## src/rtl/perceptron_pkg.sv

```systemverilog
//------------------------------------------------------------------------------
// perceptron_pkg : state encoding and result-word layout shared by the
//                  perceptron sequencer and its optional performance counters.
// Revision 1.0 - initial release
//------------------------------------------------------------------------------
`default_nettype none

package perceptron_pkg;

  typedef logic [2:0] state_t;

  localparam state_t IDLE    = 3'd0;
  localparam state_t LOAD    = 3'd1;
  localparam state_t SETTLE  = 3'd2;
  localparam state_t COMPUTE = 3'd3;
  localparam state_t WRITE   = 3'd4;
  localparam state_t DONE    = 3'd5;

  // Wide enough for any BRAM address; users keep the low ADDR_W bits.
  localparam logic [31:0] IDLE_ADDR = 32'hFFFF_FFFF;

  localparam int FIRE_BIT = 16;
  localparam int Y_MSB    = 15;

  function automatic logic [31:0] pack_result(input logic f, input logic [15:0] y);
    pack_result              = '0;
    pack_result[FIRE_BIT]    = f;
    pack_result[Y_MSB:0]     = y;
  endfunction

endpackage

`default_nettype wire

```

## src/rtl/perceptron_perf_counter.sv

```systemverilog
//------------------------------------------------------------------------------
// perceptron_perf_counter : inference and fire counters, built only when
//                           PERCEPTRON_SEQ_PERF_COUNT_EN is defined.
// Revision 1.0 - initial release
//------------------------------------------------------------------------------
`default_nettype none

`ifdef PERCEPTRON_SEQ_PERF_COUNT_EN
module perceptron_perf_counter (
  input  logic        clk,
  input  logic        rst,
  input  logic        done_pulse,
  input  logic        result_fire,
  output logic [15:0] inference_count,
  output logic [15:0] fire_count
);

  logic [15:0] r_inference_count;
  logic [15:0] r_fire_count;

  // Both counters wrap naturally at 16'hFFFF.
  always_ff @(posedge clk or negedge rst) begin
    if (!rst) begin
      r_inference_count <= '0;
      r_fire_count      <= '0;
    end else if (done_pulse) begin
      r_inference_count <= r_inference_count + 16'd1;
      if (result_fire) begin
        r_fire_count <= r_fire_count + 16'd1;
      end
    end
  end

  assign inference_count = r_inference_count;
  assign fire_count      = r_fire_count;

endmodule
`endif

`default_nettype wire

```

## src/rtl/perceptron_sequencer.sv

```systemverilog
//------------------------------------------------------------------------------
// perceptron_sequencer : loads N {w,x} words into the perceptron controller,
//   holds enable for a compute window, then writes {fire,y} back to BRAM.
//   Optional counters: define PERCEPTRON_SEQ_PERF_COUNT_EN.
// Revision 1.0 - initial release
//------------------------------------------------------------------------------
`default_nettype none

module perceptron_sequencer
  import perceptron_pkg::*;
#(
  parameter int N              = 8,
  parameter int ADDR_W         = 9,
  parameter int COMPUTE_CYCLES = 4,
  parameter int OUT_ADDR       = 8
) (
  input  logic              clk,
  input  logic              rst,
  input  logic              start,
  output logic              busy,
  output logic              done,
  output logic [ADDR_W-1:0] bram_addr,
  output logic              bram_we,
  output logic [31:0]       bram_wdata,
  output logic [ADDR_W-1:0] ctrl_data_addr,
  output logic              perceptron_enable,
  input  logic [15:0]       perceptron_out,
  input  logic              fire,
  output logic [15:0]       result,
  output logic              result_fire
`ifdef PERCEPTRON_SEQ_PERF_COUNT_EN
  ,
  output logic [15:0]       inference_count,
  output logic [15:0]       fire_count
`endif
);

  localparam int IDX_W = $clog2(N) + 1;
  localparam int CNT_W = $clog2(COMPUTE_CYCLES) + 1;

  localparam logic [ADDR_W-1:0] c_idle_addr = IDLE_ADDR[ADDR_W-1:0];
  localparam logic [ADDR_W-1:0] c_out_addr  = ADDR_W'(OUT_ADDR);
  localparam logic [IDX_W-1:0]  c_last_idx  = IDX_W'(N - 1);
  localparam logic [CNT_W-1:0]  c_cnt_load  = CNT_W'(COMPUTE_CYCLES - 1);

  state_t              r_state;
  logic [IDX_W-1:0]    r_idx;
  logic [CNT_W-1:0]    r_cnt;
  logic                r_busy;
  logic                r_done;
  logic [ADDR_W-1:0]   r_bram_addr;
  logic                r_bram_we;
  logic [31:0]         r_bram_wdata;
  logic [ADDR_W-1:0]   r_ctrl_addr;
  logic                r_enable;
  logic [15:0]         r_result;
  logic                r_result_fire;

  logic [IDX_W-1:0]    w_idx_next;

  assign w_idx_next = r_idx + 1'b1;

  // Every output is registered; each transition sets the values the next
  // state presents, so bram_addr and ctrl_data_addr carry idx in the same cycle.
  always_ff @(posedge clk or negedge rst) begin
    if (!rst) begin
      r_state       <= IDLE;
      r_idx         <= '0;
      r_cnt         <= '0;
      r_busy        <= 1'b0;
      r_done        <= 1'b0;
      r_bram_addr   <= '0;
      r_bram_we     <= 1'b0;
      r_bram_wdata  <= '0;
      r_ctrl_addr   <= c_idle_addr;
      r_enable      <= 1'b0;
      r_result      <= '0;
      r_result_fire <= 1'b0;
    end else begin
      case (r_state)
        IDLE: begin
          if (start) begin
            r_state     <= LOAD;
            r_idx       <= '0;
            r_busy      <= 1'b1;
            r_bram_addr <= '0;
            r_ctrl_addr <= '0;
          end
        end
        LOAD: begin
          if (r_idx == c_last_idx) begin
            r_state     <= SETTLE;
            r_ctrl_addr <= c_idle_addr;
          end else begin
            r_idx       <= w_idx_next;
            r_bram_addr <= ADDR_W'(w_idx_next);
            r_ctrl_addr <= ADDR_W'(w_idx_next);
          end
        end
        SETTLE: begin
          r_state  <= COMPUTE;
          r_enable <= 1'b1;
          r_cnt    <= c_cnt_load;
        end
        COMPUTE: begin
          if (r_cnt == '0) begin
            r_state      <= WRITE;
            r_enable     <= 1'b0;
            r_bram_addr  <= c_out_addr;
            r_bram_we    <= 1'b1;
            r_bram_wdata <= pack_result(fire, perceptron_out);
          end else begin
            r_cnt <= r_cnt - 1'b1;
          end
        end
        WRITE: begin
          r_state       <= DONE;
          r_bram_we     <= 1'b0;
          r_busy        <= 1'b0;
          r_done        <= 1'b1;
          r_result      <= r_bram_wdata[Y_MSB:0];
          r_result_fire <= r_bram_wdata[FIRE_BIT];
        end
        DONE: begin
          r_state     <= IDLE;
          r_done      <= 1'b0;
          r_bram_addr <= '0;
        end
        default: begin
          r_state     <= IDLE;
          r_busy      <= 1'b0;
          r_done      <= 1'b0;
          r_bram_we   <= 1'b0;
          r_enable    <= 1'b0;
          r_ctrl_addr <= c_idle_addr;
        end
      endcase
    end
  end

  assign busy              = r_busy;
  assign done              = r_done;
  assign bram_addr         = r_bram_addr;
  assign bram_we           = r_bram_we;
  assign bram_wdata        = r_bram_wdata;
  assign ctrl_data_addr    = r_ctrl_addr;
  assign perceptron_enable = r_enable;
  assign result            = r_result;
  assign result_fire       = r_result_fire;

`ifdef PERCEPTRON_SEQ_PERF_COUNT_EN
  perceptron_perf_counter u_perf_counter (
    .clk             (clk),
    .rst             (rst),
    .done_pulse      (r_done),
    .result_fire     (r_result_fire),
    .inference_count (inference_count),
    .fire_count      (fire_count)
  );
`else
  // Counters are not built in this configuration.
`endif

endmodule

`default_nettype wire

```

## config.mk

```make
export PLATFORM = sky130hd
export DESIGN_NAME = perceptron_sequencer
export DESIGN_NICKNAME = d
export VERILOG_FILES = /design/src/rtl/perceptron_pkg.sv /design/src/rtl/perceptron_perf_counter.sv /design/src/rtl/perceptron_sequencer.sv
export SDC_FILE = /design/constraint.sdc
export NUM_CORES = 1
export LEC_CHECK = 0
export ABC_AREA = 0
export CORE_UTILIZATION = 30
export CTS_CLUSTER_SIZE = 25
export DETAILED_ROUTE_END_ITERATION = 12
export GPL_ROUTABILITY_DRIVEN = 0
export GPL_TIMING_DRIVEN = 0
export PLACE_DENSITY = 0.55
export SYNTH_ARGS = -nofsm -noshare
export SYNTH_HDL_FRONTEND = slang
export SYNTH_SLANG_ARGS = --single-unit
```

## constraint.sdc

```tcl
create_clock -name clk -period 2.5 [get_ports clk]
set_clock_uncertainty 0.1 [all_clocks]
set_input_delay 0.75 -clock clk [delete_from_list [all_inputs] [get_ports clk]]
set_output_delay 0.75 -clock clk [all_outputs]
set_load 0.05 [all_outputs]
```

==> flow_summary.yaml, run 1 <==
setup_path:
  setup.worst_path.end_class: "primary output"
  count_of_buffer_and_inverter_cells_on_the_critical_path: 1
  r2r_end: "r_idx[3]$_DFFE_PN0P_"
  cpLargestDelayFamily: "buffers and inverters"
  critical_path_cell_with_the_highest_stage_delay: "sky130_fd_sc_hd__clkdlybuf4s50_1"
  worst_path_fanout_max: 3
  cp_cell_sequence: "clkdlybuf4s50_1"
  worst_setup_path_start_kind: "register"
  timing.rr.start: "r_idx[0]$_DFFE_PN0P_"
  worst-r2r-cell-count: 7
  cp_data_required_time_ps: 1650
  critical_path_class: "register to primary output"
  cpPeakStageDelay_ps: 820
  timing.reg2reg.setup_slack_ps: 250
  crit_arrival_ps: 1530
routing:
  drt_pre_antenna_iters: 4
  maxUsedRoutingLayer: "met4"
  ant_nets: 0
  drc: 0
  vias: 1864
  routed_wire_length_per_instance_um: 13.01
  drt_first_iter_violations: 67
  routed_wirelength_um: 5581
  routed-wl-met3_um: 702
  m1WireLength_um: 2518
  drt-vias-per-instance: 4.345
  routed-wl-met2_um: 2280
grt:
  antenna_found_initial: 0
  gr-total-overflow: 0
  grt_first_pass_wirelength_um: 9101
  groute.usage.overall: 0.1353
  via_count_of_the_first_global_routing_pass: 1793
  grt_start_max_net_pins: 30
cells_and_area:
  commonest_non_fill_non_tap_cell_in_the_layout: "sky130_fd_sc_hd__clkdlybuf4s50_1"
  most_frequent_cells_in_the_layout: "sky130_fd_sc_hd__clkdlybuf4s50_1, sky130_fd_sc_hd__dfrtp_1, sky130_fd_sc_hd__mux2_2, sky130_fd_sc_hd__buf_4, sky130_fd_sc_hd__conb_1"
  antenna_cells_inserted: 0
  layout.cell_area.non_filler_mm2: 0.003755
  finish.net_count: 343
  final_layout_size_suffix_gt1_frac: 0.2809
  layout-area-overhead-vs-synth_pct: 42.70
sta:
  min_period_ps: 2381
  final-max-slew-violation-count: 0
  hold_viol: 0
  rsz0062_at_grt: "no"
  worst_slack_ps: 119.2
  worst_slew_margin_rel: 0.5420
  maxClockFrequency_ghz: 0.4200
  fin_hold_ws_ps: 357.2
  finalCritPeriodShare: 0.9523
  tightestPinTransition_ps: 687.0
  timing.final.setup_violations: 0
synthesis:
  most_used_dff_post_synth: "sky130_fd_sc_hd__dfrtp_1"
  ys_ff_latch: 57
  yosysWarningCount: 0
  synth_edf_count: 0
  avgSynthCellArea_um2: 12.01
  postSynthCellCount: 219
  synth_cell_types: 41
  synth_async_sr_flop_share: 1.000
  synth.yosys.seq_area_share: 0.5445
  post_synth_instance_area_mm2: 0.002631
run:
  max_cap_violations: 0
clock_tree:
  cts_setup_buffers: 0
  numCtsBuffers: 9
  clk_transition_reported_paths_ps: 60
  postCtsResizedCells: 9
  holdBufCountCts: 0
  cts_tree: "built"
  clkLatencyLatePin_ps: 330
  h-tree-depth: 3
  cts_sinks: 57
  clockBufferDepth: 2
  root_driver: "sky130_fd_sc_hd__clkbuf_8"
place:
  number_of_i_o_port_buffers: 70
  dpl_worst_slack_ps: -135.9
  post-dp-hpwl_um: 3897
  placement_stage_cell_area_mm2: 0.003550
floorplanning:
  std_cell_rows: 33
  fp.dieW_um: 95.66
  start_util: 0.3155
  die_area_mm2: 0.009150
  ios: 91
  core_region_area_mm2: 0.008341
  floorplan.die.height_um: 95.66
pwr:
  fin_total_pwr_mw: 5.876
  power.density_cell_area_mw_per_mm2: 1565
  vdd.ir_drop.worst_uv: 702.6
  p_leak_nw: 1.714
outcome:
  status: "finished, final reports clean"
hold_path:
  hold_path_class: "primary input to async pin"
[worst max path at each step]
stage | slack (ps) | startpoint | endpoint | cells after the start
2_1_floorplan | 390 | r_idx[0]$_DFFE_PN0P_ | r_idx[3]$_DFFE_PN0P_ | 7
3_3_place_gp | -1290 | rst | bram_wdata[2]$_DFFE_PN0P_ | 1
3_5_place_dp | -140 | start | r_idx[3]$_DFFE_PN0P_ | 6
4_1_cts | 70 | r_state[1]$_DFFE_PN0P_ | result[11]$_DFFE_PN0P_ | 4
5_1_grt | 40 | ctrl_data_addr[7]$_DFFE_PN1P_ | ctrl_data_addr[5] | 2
6_report | 120 | bram_wdata[10]$_DFFE_PN0P_ | bram_wdata[10] | 1
[cell type report]
| type | count | area, um^2 |
|---|---|---|
| Multi-Input combinational cell | 137 | 1006 |
| Buffer | 36 | 240.2 |
| Clock buffer | 12 | 145.1 |
| Fill cell | 807 | 4586 |
| Timing Repair Buffer | 71 | 704.4 |
| Inverter | 8 | 30.03 |
| Clock inverter | 3 | 65.06 |
| Tap cell | 105 | 131.4 |
| Sequential cell | 57 | 1433 |
[per-layer routing]
metal / vias to the layer above / track usage
li1: 922 / -
met1: 857 / 0.1715
met2: 77 / 0.1798
met3: 8 / 0.08692
met4: 0 / 0.05597
met5: - / 0
[Yosys cell counts (2+ instances only)]
cell type	n	area share
sky130_fd_sc_hd__a22o_1	4	0.013
sky130_fd_sc_hd__o21ai_0	9	0.017
sky130_fd_sc_hd__nand2b_1	3	0.0071
sky130_fd_sc_hd__clkbuf_1	5	0.0071
sky130_fd_sc_hd__nand3_1	5	0.0095
sky130_fd_sc_hd__a22oi_1	3	0.0086
sky130_fd_sc_hd__nor2b_1	2	0.0048
sky130_fd_sc_hd__or4_1	2	0.0057
sky130_fd_sc_hd__dfrtp_1	52	0.49
sky130_fd_sc_hd__buf_2	5	0.0095
sky130_fd_sc_hd__a21oi_1	13	0.025
sky130_fd_sc_hd__dfstp_2	5	0.050
sky130_fd_sc_hd__buf_4	24	0.068
sky130_fd_sc_hd__nor3_1	3	0.0057
sky130_fd_sc_hd__nor2_1	9	0.013
sky130_fd_sc_hd__mux2_2	37	0.16
sky130_fd_sc_hd__nand2_1	4	0.0057
sky130_fd_sc_hd__ha_1	3	0.014
sky130_fd_sc_hd__or3_1	2	0.0048
sky130_fd_sc_hd__inv_1	8	0.011
[cell families after synthesis]
kind of cell               synth area share
adders and majority gates           0.01807
AOI/OAI and AO/OA                   0.09463
and+or+nand+nor                     0.06989
buffers and inverters                0.1027
other                              0.001425
muxes                                0.1621
DFF                                  0.5445
xor gates and xnor gates           0.006658
[power by group]
part,internal (mW),switching [mW]
Combinational,1.21,2.12
Clock,0.582,0.353
Sequential,1.36,0.250
[worst register-to-register path, stage by stage (launching register included)]
cell and delay [ps]:
sky130_fd_sc_hd__dfrtp_1 410, sky130_fd_sc_hd__ha_1 280, sky130_fd_sc_hd__and4b_1 200, sky130_fd_sc_hd__clkbuf_2 140
sky130_fd_sc_hd__or4_1 390, sky130_fd_sc_hd__buf_2 170, sky130_fd_sc_hd__or4_1 390, sky130_fd_sc_hd__o21ai_0 90
[state kept, by name, indices dropped and copies added, names as in the netlist, 3 cells and up]
signal          flops
r_idx               4
ctrl_data_addr      5
bram_addr           4
bram_wdata         17
r_cnt               3
result             16
r_state             3
[per-stage QoR]
step | setup TNS (ps) | std cells | utilization
3_5_place_dp | -135.9 | 414 | 0.4256
6_report | 0 | 429 | 0.4502
5_1_grt | 0 | 429 | 0.4502
2_1_floorplan | 0 | 238 | -
4_1_cts | 0 | 429 | 0.4494
3_3_place_gp | -70160 | 413 | 0.4238
Power figures use the tool's default switching activity.
==> run 2: changes to the inputs <==
--- a/config.mk
+++ b/config.mk
@@ -10,7 +10,6 @@
 export CTS_CLUSTER_SIZE = 25
 export DETAILED_ROUTE_END_ITERATION = 12
 export GPL_ROUTABILITY_DRIVEN = 0
-export GPL_TIMING_DRIVEN = 0
 export PLACE_DENSITY = 0.55
 export SYNTH_ARGS = -nofsm -noshare
 export SYNTH_HDL_FRONTEND = slang
==> run 2 against run 1 <==
Compared with the run above:
- hold slack lost 4.0 ps
- cell count shrank 5.8%
- count of clock-buffer cells in the layout shrank 2
- worst setup slack lost 22 ps
- global-route usage shrank 0.67 points
- flip-flop and latch count is the same
- largest cell class unchanged
==> flow_summary.yaml, run 2 (synthesis gave the netlist of run 1 again) <==
routing:
  maxUsedRoutingLayer: "met4"
  drt_pre_antenna_iters: 4
  drc: 0
  routed_wire_length_per_instance_um: 13.38
  m1WireLength_um: 2444
  vias: 1849
  routed-wl-met2_um: 2228
  drt-vias-per-instance: 4.577
  ant_nets: 0
  routed_wirelength_um: 5405
  routed-wl-met3_um: 669
  drt_first_iter_violations: 37
setup_path:
  timing.rr.start: "r_idx[0]$_DFFE_PN0P_"
  cp_data_required_time_ps: 1650
  worstSetupPathDepth: 1
  count_of_buffer_and_inverter_cells_on_the_critical_path: 1
  worst_setup_path_start_kind: "register"
  cpLargestDelayFamily: "buffers and inverters"
  cp_cell_sequence: "clkdlybuf4s50_1"
  worst-r2r-cell-count: 5
  crit_arrival_ps: 1550
  worst_path_fanout_max: 3
  setup.worst_path.end_class: "primary output"
  critical_path_cell_with_the_highest_stage_delay: "sky130_fd_sc_hd__clkdlybuf4s50_1"
  r2r_end: "r_idx[3]$_DFFE_PN0P_"
  critical_path_class: "register to primary output"
  cpPeakStageDelay_ps: 850
  timing.reg2reg.setup_slack_ps: 410
cells_and_area:
  most_frequent_cells_in_the_layout: "sky130_fd_sc_hd__clkdlybuf4s50_1, sky130_fd_sc_hd__dfrtp_1, sky130_fd_sc_hd__mux2_2, sky130_fd_sc_hd__conb_1, sky130_fd_sc_hd__buf_4"
  final_layout_size_suffix_gt1_frac: 0.2742
  layout-area-overhead-vs-synth_pct: 37.33
  commonest_non_fill_non_tap_cell_in_the_layout: "sky130_fd_sc_hd__clkdlybuf4s50_1"
  antenna_cells_inserted: 0
  flip_flop_count_of_the_largest_register_all_copies_and_words_added: 17
  finish.net_count: 317
clock_tree:
  root_driver: "sky130_fd_sc_hd__clkbuf_8"
  numCtsBuffers: 9
  cts_sinks: 57
  cts_setup_buffers: 0
  clk_transition_reported_paths_ps: 70
  cts_tree: "built"
  h-tree-depth: 3
  postCtsResizedCells: 0
  clkLatencyLatePin_ps: 340
  clockBufferDepth: 2
  holdBufCountCts: 0
run:
  max_cap_violations: 0
floorplanning:
  ios: 91
  std_cell_rows: 33
  floorplan.die.height_um: 95.66
  die_area_mm2: 0.009150
  core_region_area_mm2: 0.008341
  fp.dieW_um: 95.66
  start_util: 0.3155
grt:
  grt_start_max_net_pins: 32
  via_count_of_the_first_global_routing_pass: 1748
  antenna_found_initial: 0
  gr-total-overflow: 0
  grt_first_pass_wirelength_um: 8652
  groute.usage.overall: 0.1286
sta:
  tightestPinTransition_ps: 710.8
  setup_total_negative_slack_ps: 0
  worst_slew_margin_rel: 0.5261
  timing.final.setup_violations: 0
  finalCritPeriodShare: 0.9611
  maxClockFrequency_ghz: 0.4162
  min_period_ps: 2403
  rsz0062_at_grt: "no"
  final-max-slew-violation-count: 0
  hold_viol: 0
place:
  number_of_i_o_port_buffers: 70
  post-dp-hpwl_um: 3738
outcome:
  status: "finished, final reports clean"
hold_path:
  hold_path_class: "primary input to async pin"
[run 2: cell count changes in the layout (fill, tap and decap cells not counted), moves of 2 or more]
cell	previous run	this run
sky130_fd_sc_hd__dlygate4sd2_1	9	0
sky130_fd_sc_hd__clkbuf_1	7	0
sky130_fd_sc_hd__clkinvlp_4	0	2
sky130_fd_sc_hd__buf_4	24	19
sky130_fd_sc_hd__buf_2	6	1
[run 2: how the worst max path moves through the flow]
stage | startpoint | endpoint | slack, ps
finish | bram_wdata[9]$_DFFE_PN0P_ | bram_wdata[9] | 100
floorplan | r_idx[0]$_DFFE_PN0P_ | r_idx[3]$_DFFE_PN0P_ | 390
global placement | start | r_idx[3]$_DFFE_PN0P_ | 20
global route | bram_wdata[8]$_DFFE_PN0P_ | bram_wdata[8] | 30
CTS | bram_wdata[8]$_DFFE_PN0P_ | bram_wdata[8] | 80
detailed placement | start | r_idx[3]$_DFFE_PN0P_ | 6
[run 2: through the flow]
step	hold WS [ps]	utilization	area, um^2	cells	setup slack [ps]
floorplan	354.4	-	2703	238	391.2
global placement	370.6	0.4031	3362	388	16.14
detailed placement	376.6	0.4031	3362	388	5.509
CTS	389.6	0.4332	3613	404	82.63
global route	400.1	0.4332	3613	404	31.59
finish	353.2	0.4332	3613	404	97.32
[run 2: cell type report]
type | count | area, um^2
clock buffers | 10 | 137.6
clock inverters | 6 | 113.9
fillers | 786 | 4727
inverters | 8 | 30.03
multi-input cells | 137 | 999.7
flip-flops and latches | 57 | 1433
well taps | 105 | 131.4
repair buffers | 81 | 768.2
[run 2: layer usage]
layer | track usage | up-vias
met5 | 0 | -
met4 | 0.04104 | 0
met3 | 0.09011 | 6
met2 | 0.1738 | 90
met1 | 0.1605 | 880
li1 | - | 873
Power of run 2 is not shown: default switching activity piles up to over one toggle a cycle in this logic, so the estimate is an artifact.
==> variant: new RTL, flow settings as in run 2 <==
Set the parameter `COMPUTE_CYCLES` to 8 (it was 4).
--- a/src/rtl/perceptron_sequencer.sv
+++ b/src/rtl/perceptron_sequencer.sv
@@ -11,7 +11,7 @@
 #(
   parameter int N              = 8,
   parameter int ADDR_W         = 9,
-  parameter int COMPUTE_CYCLES = 4,
+  parameter int COMPUTE_CYCLES = 8,
   parameter int OUT_ADDR       = 8
 ) (
   input  logic              clk,
Check against the original RTL: no difference found for any inputs over 10 cycles, from zero or initial values and one cycle with rst low; that may be too few to reach the edited logic, so the function may still have changed.
==> variant against run 2 <==
  * Sequential share of layout area is 1.0 points higher
  * Area after synthesis is 1.9% higher
  * Sequential cell count is 1 higher
  * Worst setup slack worse by 11 ps
  * Wire length is 1.4% lower
  * Die area is 1.9% higher
  * Cell area is 0.87% lower
  * Largest cell class unchanged
  * Highest routed layer unchanged
==> variant: results (changes against run 2) <==
- First-pass GRT wire length: 8914 µm (+3.0%)
- Initial DRC count: 67 (+81%)
- Placement Setup Slack: 112.2 ps (+106.7 ps)
- Share of layout cells above drive strength 1: 20.62% (-6.8 points)
- Post-synthesis mux area share: 16.71% (+0.49 points)
- Commonest cells in the netlist: dfrtp_1, buf_4, mux2_1, mux2_2, a21oi_1
- Status: completed
- Drt pass-1 iters: 6 (+2)
- Crit path from: busy
- Final Power: 5.570 mW
- Aggregate global-route resource usage: 13.20% (+0.34 points)
- Metal1 wirelength: 2311 µm (-5.4%)
- Slew margin rel.: 56.94% (+4.3 points)
- Vias per cell: 4.529 (-1.0%)
- Met3 usage: 6.338% (-2.7 points)
- Met2 WL: 2325 µm (+4.4%)
- Worst r2r dst: bram_wdata[15]
- Pin count of the biggest net entering global routing: 25 (-22%)
- Post-synthesis cell count: 212 (-3.2%)
- WL met3: 572 µm (-14%)
- Synth Area in Adders: 0.9333% (-0.87 points)
- Worst reg2reg path startpoint: r_cnt[0]
- Hpwl dp: 3730 µm (-0.22%)
- Layout Nets: 308 (-2.8%)
- Placed cell area: 0.003386 mm² (+0.71%)
- Distinct cells, synth: 45 (+9.8%)
- Compound-gate portion of the synthesized area: 8.679% (-0.78 points)
- Ranking of synthesized cells by area: dfrtp_1, mux2_1, buf_4
- Drt wl/cell: 13.36 µm (-0.13%)
- Slack of the worst reg-to-reg path: 470 ps (+60 ps)
-- variant: cell count changes in the layout (fill, tap and decap cells not counted), sizes merged, moves of 3 or more --
cell	change
a21oi	-4
a22o	-3
buf	-4
inv	-4
nand2	+4
nand3	-3
o22a	+3
-- variant: layout make-up --
| class | count | area (µm²) | area share (%) |
|---|---|---|---|
| clock buffer | 12 | 145.1 | 4.052 |
| timing repair buffer | 77 | 738.2 | 20.61 |
| multi-input combinational | 135 | 1036 | 28.92 |
| tap | 108 | 135.1 | 3.772 |
| clock inverter | 4 | 51.30 | 1.432 |
| sequential | 58 | 1458 | 40.69 |
| inverter | 5 | 18.77 | 0.5239 |
-- variant: how the worst min path moves through the flow --
stage                     start  cells past startpoint             to  slack (ps)
after floorplan             rst                      0   bram_addr[0]         350
after global placement     done                      1           done         370
after detailed placement   done                      1           done         370
after CTS                   rst                      1  bram_wdata[1]         320
after global routing        rst                      1      result[1]         350
final                       rst                      1  bram_wdata[1]         300
